[src/rtl/rcvr_pkg.sv]
`default_nettype none
// ============================================================================
// Module      : rcvr_pkg
// Description : Definitions shared by the rcvr serial receiver and the
//               rcvr_arb drain controller: the frame header byte and the
//               arbiter state encoding.
// Revision    : 1.0 - initial release
// ============================================================================
package rcvr_pkg;

  // Frame header byte recognised by the receivers.
  localparam logic [7:0] RCVR_MATCH = 8'hA5;

  // IDLE : the arbiter may grant a channel this cycle.
  // GRANT: rx_reading is driven this cycle.
  typedef enum logic [0:0] {
    IDLE  = 1'b0,
    GRANT = 1'b1
  } arb_state_t;

endpackage
`default_nettype wire

[src/rtl/rcvr_arb_if.sv]
`default_nettype none
// ============================================================================
// Module      : rcvr_arb_if
// Description : Valid/ready byte stream from the drain controller to the
//               downstream consumer.
//               m_valid : byte available          (master -> slave)
//               m_ready : consumer takes the byte (slave  -> master)
//               m_data  : byte                    (master -> slave)
//               m_chan  : source channel, CW bits (master -> slave)
//               m_ovr   : overrun tag             (master -> slave)
// Revision    : 1.0 - initial release
// ============================================================================
interface rcvr_arb_if #(
  parameter int CW = 2
);
  logic          m_valid;
  logic          m_ready;
  logic [7:0]    m_data;
  logic [CW-1:0] m_chan;
  logic          m_ovr;

  modport master (output m_valid, m_data, m_chan, m_ovr, input m_ready);
  modport slave  (input m_valid, m_data, m_chan, m_ovr, output m_ready);
endinterface
`default_nettype wire

[src/rtl/rcvr_arb_fifo.sv]
`default_nettype none
// ============================================================================
// Module      : rcvr_arb_fifo
// Description : Synchronous FIFO holding tagged bytes. Head entry is read
//               combinationally from storage; full/empty are registered.
//               Ports: clock, reset (async, active-high), push/wdata,
//               pop (ignored while empty), rdata (head), full, empty.
// Revision    : 1.0 - initial release
// ============================================================================
module rcvr_arb_fifo #(
  parameter int W     = 11,
  parameter int DEPTH = 4
) (
  input  logic         clock,
  input  logic         reset,
  input  logic         push,
  input  logic [W-1:0] wdata,
  input  logic         pop,
  output logic [W-1:0] rdata,
  output logic         full,
  output logic         empty
);
  localparam int AW = $clog2(DEPTH);

  logic [W-1:0]  mem [DEPTH];
  logic [AW-1:0] wp, rp;
  logic [AW:0]   cnt, cnt_nxt;
  logic          do_pop, do_push;

  // A push into a full FIFO is accepted only when a pop frees the slot
  // in the same cycle.
  assign do_pop  = pop & ~empty;
  assign do_push = push & (~full | do_pop);
  assign cnt_nxt = cnt + (AW+1)'(do_push) - (AW+1)'(do_pop);
  assign rdata   = mem[rp];

  always_ff @(posedge clock or posedge reset) begin
    if (reset) begin
      wp    <= '0;
      rp    <= '0;
      cnt   <= '0;
      full  <= 1'b0;
      empty <= 1'b1;
      // Cleared so the head outputs read zero after reset.
      for (int i = 0; i < DEPTH; i++) mem[i] <= '0;
    end else begin
      if (do_push) begin
        mem[wp] <= wdata;
        wp      <= wp + 1'b1;
      end
      if (do_pop) rp <= rp + 1'b1;
      cnt   <= cnt_nxt;
      full  <= (cnt_nxt == (AW+1)'(DEPTH));
      empty <= (cnt_nxt == '0);
    end
  end
endmodule
`default_nettype wire

[src/rtl/rcvr_arb.sv]
`default_nettype none
// ============================================================================
// Module      : rcvr_arb
// Description : Round-robin drain controller for a bank of rcvr receivers.
//               Grants one ready+enabled channel at a time, pulses its
//               rx_reading for one cycle, and queues {byte, channel, overrun}
//               into an output FIFO feeding a valid/ready stream.
//               Ports: clock, reset (async, active-high), rx_ready,
//               rx_overrun, rx_data (8 bits per channel), rx_reading
//               (one-hot pulse), chan_en (enable mask), m (stream master),
//               fifo_full, ovr_cnt (8 bits per channel).
//               Optional: define RCVR_ARB_OVR_CNT_EN for per-channel
//               saturating overrun counters; otherwise ovr_cnt is zero.
// Revision    : 1.0 - initial release
// ============================================================================
module rcvr_arb
  import rcvr_pkg::*;
#(
  parameter int NCH   = 4,
  parameter int DEPTH = 4
) (
  input  logic             clock,
  input  logic             reset,
  input  logic [NCH-1:0]   rx_ready,
  input  logic [NCH-1:0]   rx_overrun,
  input  logic [8*NCH-1:0] rx_data,
  output logic [NCH-1:0]   rx_reading,
  input  logic [NCH-1:0]   chan_en,
  rcvr_arb_if.master       m,
  output logic             fifo_full,
  output logic [8*NCH-1:0] ovr_cnt
);
  localparam int CW = $clog2(NCH);
  localparam int FW = 8 + CW + 1;

  arb_state_t     state, state_nxt;
  logic [CW-1:0]  rr, rr_nxt, win;
  logic [NCH-1:0] cand, reading_nxt;
  logic [CW:0]    idx;
  logic           found, room, push, full, empty;
  logic [7:0]     rx_byte [NCH];
  logic [FW-1:0]  head;

  for (genvar i = 0; i < NCH; i++) begin : g_unpack
    assign rx_byte[i] = rx_data[8*i +: 8];
  end

  assign cand = rx_ready & chan_en;
  // A pop in the same cycle frees a slot for the push.
  assign room = ~full | (m.m_ready & ~empty);

  // First candidate at or above rr, wrapping modulo NCH.
  always_comb begin
    win   = '0;
    found = 1'b0;
    idx   = '0;
    for (int k = 0; k < NCH; k++) begin
      idx = {1'b0, rr} + (CW+1)'(k);
      if (idx >= (CW+1)'(NCH)) idx = idx - (CW+1)'(NCH);
      if (!found && cand[idx[CW-1:0]]) begin
        found = 1'b1;
        win   = idx[CW-1:0];
      end
    end
  end

  always_comb begin
    state_nxt   = state;
    reading_nxt = '0;
    rr_nxt      = rr;
    push        = 1'b0;
    case (state)
      IDLE: begin
        if (found && room) begin
          state_nxt   = GRANT;
          reading_nxt = NCH'(1) << win;
          rr_nxt      = (win == CW'(NCH-1)) ? '0 : win + 1'b1;
          push        = 1'b1;
        end
      end
      GRANT:   state_nxt = IDLE;
      default: state_nxt = IDLE;
    endcase
  end

  always_ff @(posedge clock or posedge reset) begin
    if (reset) begin
      state      <= IDLE;
      rr         <= '0;
      rx_reading <= '0;
    end else begin
      state      <= state_nxt;
      rr         <= rr_nxt;
      rx_reading <= reading_nxt;
    end
  end

  rcvr_arb_fifo #(
    .W     (FW),
    .DEPTH (DEPTH)
  ) u_fifo (
    .clock (clock),
    .reset (reset),
    .push  (push),
    .wdata ({rx_byte[win], win, rx_overrun[win]}),
    .pop   (m.m_ready),
    .rdata (head),
    .full  (full),
    .empty (empty)
  );

  assign m.m_valid                      = ~empty;
  assign {m.m_data, m.m_chan, m.m_ovr} = head;
  assign fifo_full                      = full;

`ifdef RCVR_ARB_OVR_CNT_EN
  for (genvar i = 0; i < NCH; i++) begin : g_ovr_cnt
    logic [7:0] cnt;
    always_ff @(posedge clock or posedge reset) begin
      if (reset)
        cnt <= '0;
      else if (push && win == CW'(i) && rx_overrun[i] && cnt != 8'hFF)
        cnt <= cnt + 8'd1;
    end
    assign ovr_cnt[8*i +: 8] = cnt;
  end
`else
  assign ovr_cnt = '0;
`endif

endmodule
`default_nettype wire

[src/flat_wrapper.sv]
// flat-port wrapper written by rule: the top's interface ports become plain ports
module rcvr_arb_flat import rcvr_pkg::*;
#(
  parameter int NCH   = 4,
  parameter int DEPTH = 4
)
  (clock, reset, rx_ready, rx_overrun, rx_data, rx_reading, chan_en, fifo_full, ovr_cnt, m_m_valid, m_m_data, m_m_chan, m_m_ovr, m_m_ready);
  rcvr_arb_if #(.CW(($clog2(NCH)))) m_i ();
  input  logic clock;
  input  logic reset;
  input  logic [NCH-1:0] rx_ready;
  input  logic [NCH-1:0] rx_overrun;
  input  logic [8*NCH-1:0] rx_data;
  output logic [NCH-1:0] rx_reading;
  input  logic [NCH-1:0] chan_en;
  output logic fifo_full;
  output logic [8*NCH-1:0] ovr_cnt;
  output wire logic [$bits(m_i.m_valid)-1:0] m_m_valid;
  output wire logic [$bits(m_i.m_data)-1:0] m_m_data;
  output wire logic [$bits(m_i.m_chan)-1:0] m_m_chan;
  output wire logic [$bits(m_i.m_ovr)-1:0] m_m_ovr;
  input wire logic [$bits(m_i.m_ready)-1:0] m_m_ready;
  assign m_m_valid = m_i.m_valid;
  assign m_m_data = m_i.m_data;
  assign m_m_chan = m_i.m_chan;
  assign m_m_ovr = m_i.m_ovr;
  assign m_i.m_ready = m_m_ready;
  rcvr_arb #(.NCH(NCH), .DEPTH(DEPTH)) u_core (.clock(clock), .reset(reset), .rx_ready(rx_ready), .rx_overrun(rx_overrun), .rx_data(rx_data), .rx_reading(rx_reading), .chan_en(chan_en), .m(m_i), .fifo_full(fifo_full), .ovr_cnt(ovr_cnt));
endmodule
[config.mk]
export PLATFORM = sky130hd
export DESIGN_NAME = rcvr_arb_flat
export DESIGN_NICKNAME = d
export VERILOG_FILES = /design/src/rtl/rcvr_pkg.sv /design/src/rtl/rcvr_arb_if.sv /design/src/rtl/rcvr_arb_fifo.sv /design/src/rtl/rcvr_arb.sv /design/src/flat_wrapper.sv
export SDC_FILE = /design/constraint.sdc
export NUM_CORES = 1
export LEC_CHECK = 0
export ABC_AREA = 1
export BUFFER_PORTS_ARGS = -buffer_cell sky130_fd_sc_hd__buf_2
export CORE_MARGIN = 8
export CORE_UTILIZATION = 40
export DETAILED_ROUTE_END_ITERATION = 7
export HOLD_SLACK_MARGIN = 0.06
export PLACE_DENSITY = 0.69
export SETUP_SLACK_MARGIN = 0.3
export SLEW_MARGIN = 5
export SYNTH_ARGS = -nofsm -noshare
export SYNTH_HDL_FRONTEND = slang
export SYNTH_SLANG_ARGS = --single-unit
export TNS_END_PERCENT = 100
[constraint.sdc]
create_clock -name clock -period 3 [get_ports clock]
set_input_delay 0.45 -clock clock [delete_from_list [all_inputs] [get_ports clock]]
set_output_delay 0.45 -clock clock [all_outputs]
set_load 0.01 [all_outputs]
After elaboration in Yosys (flattened, before gate mapping). Index checks and enable logic that the tools add are counted.

Shift operators: 1. Magnitude comparators: 13. Reduce and logical (&&, ||, !) cells: 10. Equality and inequality tests: 2. Multiplexer cells: 37. Add/subtract/negate cells: 12. Bitwise gates (word level): 10.

Operator list (number): $bwmux 44 (1); $mux 11 (3); $bmux 11 s2 (1); $demux 11 s2 (1); $ge 3x3->1 const B (6); $mux 2 (9); $bmux 8 s2 (1); $mux 8 (2); $lt 2x3->1 const B (5); $mux 1 (11); $bmux 1 s2 (5); $not 2->3 (3); $mux 4 (2); $sub 2x1->2 const B (4); $add 2x1->2 const B (3); $add 2x2->3 const B (2); $logic_and 1x1->1 (5); $and 4x4->4 (1); $shl 1x2->4 const A (1); $add 2x1->3 const B (1); $add 3x1->3 (1); $eq 3x3->1 const B (1); $ge 2x3->1 const B (1); $logic_not 1->1 (3); other kinds (9) (12).

Input bits: 47. Register bits: 60.

Depth between registers and ports, before layout. Gate-level depths: netlist (run 1).

Depth after elaboration: 21. Gate-level depth with buffers: 17. Mapped depth without buffers: 15.

Hierarchy. A second synthesis (run 1) with hierarchy kept.

Cells, all modules: 534. Area, all modules: 4076.4 µm².

By module, submodules not included: rcvr_arb_fifo (sequential area each 1327.5 µm², area each 2703.8 µm², cells an instance 320, times used 1); rcvr_arb (sequential area each 175.2 µm², area each 1372.6 µm², cells an instance 214, times used 1).

Least setup slack after synthesis (run 1). OpenSTA, ideal clock, no wires.

Path kind: register -> register. Start: reg u_core.rr[1]. End: reg u_core.u_fifo.full. Data required time: 2.912 ns. Buffers on the path: 2. Setup time: 0.088 ns. Data arrival time: 2.652 ns. Setup slack: 0.260 ns. Cell stages (with the launch flop): 18. Cells stage by stage: dfrtp_1 > buf_2 > inv_2 > nand2_1 > nand2_1 > nand2_1 > nand2_1 > and2_4 > nand4_1 > nand3b_1 > buf_4 > ha_1 > inv_1 > ha_1 > inv_1 > fa_1 > xnor2_1 > nor3b_1.

Longest elaborated chain between the ends: 21.

Ends and longest elaborated chain: start, declared (RTL line rcvr_arb.sv:37) `logic [CW-1:0] rr, rr_nxt, win;`; start signal, assigned (RTL line rcvr_arb.sv:93) `rr <= rr_nxt;`; parallel branches: the longest is 13 deep, another holds $add 2x1->3; $mux 1 (*) (RTL line rcvr_arb.sv:60) `if (!found && cand[idx[CW-1:0]]) begin`; $logic_and 1x1->1 (*) (RTL line rcvr_arb.sv:74) `if (found && room) begin`; $mux 1 (*) (RTL line rcvr_arb.sv:74); $mux 1 (*) (RTL line rcvr_arb.sv:72) `case (state)`; $and 1x1->1 (*) (RTL line rcvr_arb_fifo.sv:33) `assign do_push = push & (~full | do_pop);`; $add 3x1->3 (*) (RTL line rcvr_arb_fifo.sv:34) `assign cnt_nxt = cnt + (AW+1)'(do_push) - (AW+1)'(do_pop);`; $sub 3x1->3 (*) (RTL line rcvr_arb_fifo.sv:34); net u_core.u_fifo.cnt_nxt[2] (RTL line rcvr_arb_fifo.sv:27) `logic [AW:0] cnt, cnt_nxt;`; $eq 3x3->1 (*) (RTL line rcvr_arb_fifo.sv:53) `full <= (cnt_nxt == (AW+1)'(DEPTH));`; end signal, assigned (RTL line rcvr_arb_fifo.sv:53); end, declared (RTL line rcvr_arb_fifo.sv:20) `output logic full,`.

Mark *: on every way through the listed nets, which the timed path passes. The select of a mux whose other input is x is not followed. A chain may end at the register's enable or synchronous reset.

Final worst setup path (run 1).
Start: reg u_core.rr[0]. End: reg u_core.u_fifo.full.

The elaborated chain is that of the path after synthesis.

==> results.cfg, run 1 <==
[worst_hold_path]
holdCritPathClass = input pin to async pin

[sta]
rsz0062_at_grt = true
hold_viol_final = 0
period_minus_slack_ps = 2690
post-route-period-util = 0.896
tightest_slew_ps = 741
relSlewSlack = 0.505
setup_tns_ps = 0
setup_ws_ps = 313
setup_viol = 0
max_freq_mhz = 372
skew_ps = 8.61
slew_viol_final = 0

[logic_synthesis]
synth_area_leaders = dfrtp_1 (39%), nand2_1 (13%), nand3_1 (9.5%)
ys_seq_area_frac = 0.402
avgSynthCellArea_um2 = 7.96
syn_inst = 470
syn_area_um2 = 3740
yosysWarnings = 0
yosys.area.top_type = dfrtp_1
ys_types = 31
synth-seq-cells = 60
synth_top_area_frac = 0.395

[detailed_routing]
via_per_inst = 5.10
wl_per_cell_um = 15.6
drtIter0Drc = 233
route.detailed.drc = 0
ant_nets = 0
num_vias = 3329
drt-total-wl_um = 10200
first_pass_iters = 6

[setup_path]
crit_fanout = 6
critPathLaunchType = register
arrival_ps = 2940
path_class = register to register
endpoint_kind = register
required_ps = 3260

[final_layout]
stdcell_count = 653
regArea_um2 = 1510
drive_gt1_frac = 0.286
multiInputGateArea_um2 = 1980
syn_to_final_growth_pct = 16.6
fill_cells = 921
finalNetCount = 595
antenna_cells = 0

[clock_network]
path_clk_slew_ps = 70
tritoncts = done
clk_latency_ps = 340
cts-htree-levels = 3
cts.sinks = 60
cts_buffers = 9
clk_path_buf_depth = 2
root_buffer = clkbuf_8

[global_routing]
antenna_found_initial = 0
grt_usage = 0.159
grt_pass1_wl_um = 16200
overflow = 0
grt_pass1_vias = 3322
grt_start_max_net_pins = 32

[floorplanning]
core.rowCount = 35
start_util = 0.409
core_um2 = 9150
dieWidth_um = 113
die-area_um2 = 12700
die_h_um = 113
pin_count = 96

[outcome]
status = complete, no violations

[place]
placedCellCount = 629
post-place-ws_ps = 80.2
port_buffers = 63
dpl.hpwl_um = 6750
place.gp.congestion = 0.939

[power_and_ir_drop]
vdd_ir_drop_max_mv = 0.659
p_per_area_nw_per_um2 = 1300
leakage_nw = 2.31

[run]
drv_cap = 0
cell families (layout without fill, tap and decap cells):
family / after synthesis / count (layout) / share of synthesized area
AND/OR/NAND/NOR: 272 / 272 / 0.355
flip-flops: 60 / 60 / 0.402
other: 1 / 32 / 0.00100
buffers and inverters: 74 / 115 / 0.125
AO/OA/AOI/OAI: 48 / 48 / 0.0689
adder cells (fa/ha/maj): 11 / 11 / 0.0388
XOR/XNOR: 4 / 4 / 0.00937
cells in the mapped netlist (all sizes together):
cell type	n
a21oi	1
nor2	34
dfrtp	59
nand4	2
dfstp	1
conb	1
buf	45
fa	1
xor2	2
inv	23
ha	10
o2bb2ai	1
nor3	1
o21ai	35
o22ai	11
and2	1
clkbuf	6
nor3b	1
nand2	143
nand3b	2
nand3	88
xnor2	2
layout by cell type (no fill, tap or decap), drive strengths merged, types with 2 or more instances in the layout:
master / instances
nand2: 143
nand3: 88
buf: 76
dfrtp: 59
o21ai: 35
nor2: 34
conb: 32
inv: 22
clkbuf: 12
o22ai: 11
ha: 10
clkinv: 3
nand4: 2
xor2: 2
nand3b: 2
xnor2: 2
metrics by stage:
step / power (mW) / instance area (um2) / hold WS [ps] / util
CTS: 5.39 / 4200 / 234 / 0.459
global placement: 4.46 / 3980 / 459 / 0.435
detailed placement: 4.57 / 3980 / 460 / 0.435
floorplan: 3.90 / 3860 / 444 / -
global route: 6.18 / 4360 / 273 / 0.477
finish: 5.69 / 4360 / 214 / 0.477
final timing paths:
check	from	to	slack, ps	depth (start not counted)
worst min register to register	u_core.u_fifo.mem[18]	u_core.u_fifo.mem[18]	480	2
max in group asynchronous	reset	u_core.u_fifo.empty	2120	3
min in group clock	rx_overrun[0]	u_core.u_fifo.mem[11]	480	5
worst max register to register	u_core.rr[0]	u_core.u_fifo.full	310	15
worst min-delay path	reset	u_core.u_fifo.mem[1]	210	2
worst max-delay path	u_core.rr[0]	u_core.u_fifo.full	310	15
report_power, final:
part,internal [mW],switching [mW]
clock network,0.426,0.318
logic,1.23,2.26
registers,1.22,0.245
total,2.87,2.82
critical path, cell delays in order, from the launching register on:
cell,delay (ps)
dfrtp_2,480
buf_6,170
nand2_2,60
nand2_2,60
nand2_2,70
nand2_2,70
and2_4,150
nand4_1,70
nand3b_1,110
ha_1,330
inv_2,80
ha_4,120
inv_2,30
fa_2,390
xnor2_2,220
nor3b_2,200
sequential cells by signal, summed over array words and instances, names as in the netlist:
name and flops:
u_core.u_fifo.rp 2, u_core.u_fifo.mem 44, u_core.state 1, u_core.rx_reading 4, u_core.u_fifo.cnt 3, u_core.u_fifo.wp 2, u_core.rr 2, u_core.u_fifo.empty 1
u_core.u_fifo.full 1
layout make-up:
cell class,instances,area share
Clock buffer,12,0.0356
Timing Repair Buffer,76,0.102
Multi-Input combinational cell,367,0.453
Sequential cell,60,0.345
Tap cell,111,0.0318
Inverter,23,0.0215
Clock inverter,4,0.0109
layer usage:
layer,part of all wire,global-route usage
met5,0,0
met1,0.42,0.194
met3,0.073,0.0282
met2,0.48,0.265
met4,0.027,0.0746
timing repair:
item                                    CTS  global route
pin swaps                                 0            14
hold buffers                              0             0
resized for setup                         3            31
setup buffers                             1             7
cloned                                    0             0
endpoints found under the setup margin    3             6
Note: power is estimated with default switching activity, not from simulation.
==> inputs of run 2 (changes only) <==
--- a/config.mk
+++ b/config.mk
@@ -11,10 +11,11 @@
 export CORE_UTILIZATION = 40
 export DETAILED_ROUTE_END_ITERATION = 7
 export HOLD_SLACK_MARGIN = 0.06
-export PLACE_DENSITY = 0.69
+export PLACE_DENSITY = 0.68
 export SETUP_SLACK_MARGIN = 0.3
 export SLEW_MARGIN = 5
 export SYNTH_ARGS = -nofsm -noshare
 export SYNTH_HDL_FRONTEND = slang
+export SYNTH_HIERARCHICAL = 1
 export SYNTH_SLANG_ARGS = --single-unit
 export TNS_END_PERCENT = 100
==> run 2 against run 1 <==
  * Via count increased by 11%
  * Cell area is 6.9% higher
  * Clock power down 14%
  * Sequential power decreased by 4%
  * Synthesized area rose by 9.0%
  * Sequential cell count is the same
  * Largest cell class unchanged
==> results.cfg, run 2 <==
[final_layout]
drive_gt1_frac = 0.260
final_cell_mix = nand2_1 (151), nand4_1 (64), buf_2 (63)
regArea_um2 = 1510
syn_to_final_growth_pct = 14.4
largest_register_ffs = 44
largest-register = u_core/u_fifo/mem
antenna_cells = 0
reg_top3 = u_core/u_fifo/mem x44, u_core/rx_reading x4, u_core/u_fifo/cnt x3
finalNetCount = 650
fill_cells = 1055
layout_commonest_cell = nand2_1
multiInputGateArea_um2 = 2150
stdcell_count = 736

[floorplanning]
start_util = 0.404
die_h_um = 117
dieWidth_um = 117
pin_count = 96
core_um2 = 10100
die-area_um2 = 13700
core.rowCount = 37

[clock_network]
root_buffer = clkbuf_8
cts.sinks = 60
clk_path_buf_depth = 2
cts_buffers = 9
clk_latency_ps = 350
path_clk_slew_ps = 70
tritoncts = done
cts-htree-levels = 3

[power_and_ir_drop]
vdd_ir_drop_max_mv = 0.805
p_per_area_nw_per_um2 = 1310
leakage_nw = 2.54

[setup_path]
worst_path_max_delay_cell = dfrtp_2
crit_fanout = 8
max_stage_delay_ps = 490
path_class = register to register
arrival_ps = 2860
required_ps = 3280
endpoint_kind = register
critPathLaunchType = register
crit_chain = inv_4 -> nand2_1 -> nand2_2 -> nand2_1 -> nand2_2 -> nand4_4 -> nand2_4 -> nor2_4 -> nand2_4 -> ha_4 -> inv_2 -> ha_4 -> inv_2 -> fa_1 -> inv_1 -> or2_4 -> a21oi_2

[place]
placedCellCount = 710
post-place-ws_ps = 252
port_buffers = 63
dpl.hpwl_um = 7550
place.gp.congestion = 0.803

[global_routing]
grt_start_max_net_pins = 57
antenna_found_initial = 0
grt_usage = 0.163
grt_pass1_wl_um = 17500
overflow = 0
grt_pass1_vias = 3621

[logic_synthesis]
syn_inst = 534
yosysWarnings = 6
synth-seq-cells = 60
synth_edf_count = 0
yosysMostFrequentCell = nand2_1
yosys.area.top_type = dfrtp_1
ys_seq_area_frac = 0.369
synthArstFlopShare = 1.00
synth-main-ff-cell = dfrtp_1
syn_area_um2 = 4080
synth_area_leaders = dfrtp_1 (36%), nand2_1 (15%), nand4_1 (9.8%)
synth_top_area_frac = 0.362
avgSynthCellArea_um2 = 7.63
ys_types = 34
yosys-top-cells-count = nand2_1 (161), nand4_1 (64), dfrtp_1 (59)

[sta]
max_freq_mhz = 388
relSlewSlack = 0.531
hold_viol_final = 0
rsz0062_at_grt = false
tightest_slew_ps = 703
slew_viol_final = 0
setup_ws_ps = 423
setup_viol = 0
period_minus_slack_ps = 2580
post-route-period-util = 0.859
skew_ps = 10.9
setup_tns_ps = 0

[run]
drv_cap = 0

[detailed_routing]
num_vias = 3682
ant_nets = 0
drt-total-wl_um = 10800
drtIter0Drc = 263
first_pass_iters = 4
route.detailed.drc = 0
via_per_inst = 5.00
wl_per_cell_um = 14.6

[outcome]
status = complete, no violations

[worst_hold_path]
holdCritPathClass = input pin to register
## run 2: cell types whose count changed after synthesis, moves of 5 or more
| cell | previous run | this run |
|---|---|---|
| nand4_1 | 2 | 64 |
| o21ai_0 | 30 | 15 |
| o21ai_1 | 5 | 20 |
| nor2_1 | 29 | 37 |
| buf_2 | 3 | 15 |
| inv_1 | 19 | 36 |
| nand3_1 | 71 | 28 |
| clkbuf_1 | 6 | 1 |
| nand3_2 | 17 | 2 |
| nand2_1 | 132 | 161 |
| o22ai_1 | 11 | 0 |
| nand2_2 | 7 | 14 |
## run 2: what timing repair did
action,4_1_cts,5_1_grt
endpoints found under the setup margin,3,13
hold endpoints to repair,7,0
pin swaps,0,6
setup buffers,0,9
hold buffers,1,0
resized for setup,1,21
## run 2: worst paths after layout
path	to	slack, ps	from	depth (start not counted)
setup / recovery	u_core/u_fifo/full	420	u_core/rr[1]	17
hold / removal	u_core/u_fifo/rp[0]	420	m_m_ready	3
max in group asynchronous	u_core/u_fifo/mem[13]	1570	reset	4
hold reg to reg	u_core/u_fifo/mem[23]	470	u_core/u_fifo/mem[23]	2
setup reg to reg	u_core/u_fifo/full	420	u_core/rr[1]	17
min in group asynchronous	u_core/rr[0]	610	reset	3
## run 2: area by class of cell
cell class,count,area share
Clock inverter,5,0.00617
Sequential cell,60,0.323
Timing Repair Buffer,83,0.102
Clock buffer,11,0.0303
Inverter,42,0.0400
Tap cell,136,0.0365
Multi-Input combinational cell,399,0.462
## run 2: worst max-delay path, delay by kind of cell, from the launching register on
family	cells	cell delay, ps
buffers and inverters	4	280
adder cells (fa/ha/maj)	3	760
flip-flops	1	490
AND/OR/NAND/NOR	9	880
AO/OA/AOI/OAI	1	90
## run 2: cells by family after synthesis
logic type | Yosys count | share of synthesized area
AOI/OAI and AO/OA | 38 | 0.0476
xor gates and xnor gates | 2 | 0.00430
adders and majority gates | 8 | 0.0264
buffers and inverters | 106 | 0.169
DFF | 60 | 0.369
other | 1 | 0.000920
and+or+nand+nor | 319 | 0.383
## run 2: metal layers
| layer | routed length (um) | up-vias | share of wire | GRT usage |
|---|---|---|---|---|
| li1 | - | 1813 | - | - |
| met1 | 4610 | 1721 | 0.43 | 0.200 |
| met2 | 5240 | 126 | 0.49 | 0.270 |
| met3 | 630 | 22 | 0.059 | 0.0308 |
| met4 | 284 | 0 | 0.026 | 0.0785 |
| met5 | 0 | - | 0 | 0 |
## run 2: power breakdown
group,internal [mW],switching [mW],total (mW)
Combinational,1.35,2.72,4.07
Clock,0.318,0.325,0.642
Sequential,1.19,0.219,1.40
## run 2: metrics by stage
step	total power [mW]	hold slack, ps	instance area, um2	util
after detailed placement	5.22	427	4320	0.428
after global placement	5.12	418	4320	0.428
after floorplan	4.51	253	4290	-
final	6.12	419	4660	0.462
after CTS	5.88	408	4500	0.446
after global routing	6.71	416	4660	0.462
==> inputs of run 3 (changes only) <==
--- a/config.mk
+++ b/config.mk
@@ -6,12 +6,12 @@
 export NUM_CORES = 1
 export LEC_CHECK = 0
 export ABC_AREA = 1
-export BUFFER_PORTS_ARGS = -buffer_cell sky130_fd_sc_hd__buf_2
+export BUFFER_PORTS_ARGS = -buffer_cell sky130_fd_sc_hd__buf_4
 export CORE_MARGIN = 8
-export CORE_UTILIZATION = 40
+export CORE_UTILIZATION = 55
 export DETAILED_ROUTE_END_ITERATION = 7
 export HOLD_SLACK_MARGIN = 0.06
-export PLACE_DENSITY = 0.68
+export PLACE_DENSITY = 0.87
 export SETUP_SLACK_MARGIN = 0.3
 export SLEW_MARGIN = 5
 export SYNTH_ARGS = -nofsm -noshare
==> run 3 against run 2 <==
  * Worst hold slack is essentially flat
  * Non-clock buffer count shrank 6
  * Setup slack lost 39 ps
  * Sequential cell count is the same
  * Largest cell class unchanged
  * Critical path type unchanged
==> results.cfg, run 3 (same netlist as run 2, synthesis figures left out) <==
[sta]
period_minus_slack_ps = 2620
rsz0062_at_grt = true
max_freq_mhz = 382
hold_viol_final = 0
setup_viol = 0
skew_ps = 3.71
setup_tns_ps = 0
slew_viol_final = 0
tightest_slew_ps = 1110
relSlewSlack = 0.263
post-route-period-util = 0.872

[detailed_routing]
wl_per_cell_um = 15.3
first_pass_iters = 5
drt-total-wl_um = 10600
route.detailed.drc = 0
via_per_inst = 5.42
drtIter0Drc = 278
num_vias = 3758
ant_nets = 0

[global_routing]
grt_start_max_net_pins = 57
grt_use_met1 = 0.265
grt_use_met2 = 0.339
busiest_layer = met2
grtUsageMet3 = 0.0545
grt_pass1_vias = 3584
grt_pass1_wl_um = 17200
antenna_found_initial = 0
grt_usage = 0.211
overflow = 0

[setup_path]
crit_start = u_core/rr[0]
r2r-end = u_core/u_fifo/full
r2r_slack_ps = 380
endpoint = u_core/u_fifo/full
reg2reg_depth = 17
required_ps = 3270
r2r-start = u_core/rr[0]
path_class = register to register
max_stage_delay_ps = 470
worst_path_max_delay_cell = fa_1
endpoint_kind = register
crit_fanout = 10
critPathLaunchType = register
crit_path_frequent_cell = nand2_4
crit_chain = buf_12 -> clkinv_8 -> nand3_4 -> nand3_2 -> nand2_4 -> nand4_4 -> nand2_4 -> nor2_4 -> nand2_4 -> ha_4 -> inv_2 -> ha_4 -> inv_2 -> fa_1 -> inv_1 -> or2_4 -> a21oi_2
arrival_ps = 2890

[final_layout]
postLayoutCoreUtil = 0.649
largest-register = u_core/u_fifo/mem
finish.instance_area_um2 = 4680
reg_top3 = u_core/u_fifo/mem x44, u_core/rx_reading x4, u_core/u_fifo/cnt x3
finalNetCount = 644
syn_to_final_growth_pct = 14.9
final_cell_mix = nand2_1 (155), buf_4 (74), nand4_1 (64)
largest_register_ffs = 44
antenna_cells = 0
layout_commonest_cell = nand2_1
drive_gt1_frac = 0.239

[floorplanning]
core_um2 = 7210
dieWidth_um = 102
die_h_um = 102
core.rowCount = 31
pin_count = 96
start_util = 0.565
die-area_um2 = 10400

[clock_network]
root_buffer = clkbuf_8
cts.sinks = 60
tritoncts = done
clk_latency_ps = 340
clk_path_buf_depth = 2
cts_buffers = 9
path_clk_slew_ps = 60
cts-htree-levels = 3

[run]
drv_cap = 0

[place]
port_buffers = 63
dpl_cell_area_um2 = 4420
dpl.hpwl_um = 7210
place.gp.congestion = 0.898

[outcome]
status = complete, no violations

[worst_hold_path]
holdCritPathClass = input pin to register
hold_depth = 3

[power_and_ir_drop]
vdd_ir_drop_max_mv = 0.740
leakage_nw = 2.54
p_per_area_nw_per_um2 = 1320
## run 3: worst min path at each step
stage	start	to
final	m_m_ready	u_core/u_fifo/rp[0]
after CTS	m_m_ready	u_core/u_fifo/rp[0]
after global placement	reset	u_core/rx_reading[0]
after floorplan	reset	u_core/rr[0]
after global routing	m_m_ready	u_core/u_fifo/rp[0]
after detailed placement	reset	u_core/rx_reading[0]
## run 3: power breakdown
| part | switching [mW] | internal (mW) |
|---|---|---|
| registers | 0.228 | 1.19 |
| clock network | 0.303 | 0.431 |
| logic | 2.68 | 1.36 |
| total | 3.22 | 2.98 |
## run 3: routing by layer
metal  wire length, um  up-vias  share of wire
li1                  -     1797              -
met5                 0        -              0
met4               202        0          0.019
met1              4260     1767           0.40
met2              5240      177           0.50
met3               866       17          0.082
## run 3: layout make-up
cell class / instances / area (um2)
Fill cell: 629 / 2530
Multi-Input combinational cell: 399 / 2100
Sequential cell: 60 / 1510
Timing Repair Buffer: 77 / 591
Inverter: 42 / 170
Clock buffer: 15 / 166
Tap cell: 99 / 124
Clock inverter: 1 / 30.0
## run 3: per-stage QoR
step	cells	setup slack [ps]	power, mW	hold WS, ps
final	693	384	6.19	418
after global routing	693	239	6.72	415
after CTS	689	371	6.09	409
after detailed placement	672	235	5.34	421
after global placement	672	331	5.18	421
after floorplan	565	147	4.51	253
## run 3: worst max-delay path: cells and delay by family (launching register included)
kind | cells | cell delay, ps
adders and majority gates | 3 | 790
and+or+nand+nor | 8 | 850
AOI/OAI and AO/OA | 1 | 100
DFF | 1 | 450
buffers and inverters | 5 | 350
## run 3: timing repair
item / CTS / global route
setup buffers: 0 / 4
pin swaps: 0 / 2
gates resized for setup: 1 / 4
endpoints found under the hold margin: 7 / 0
setup endpoints to repair: 3 / 24
hold buffers: 1 / 0
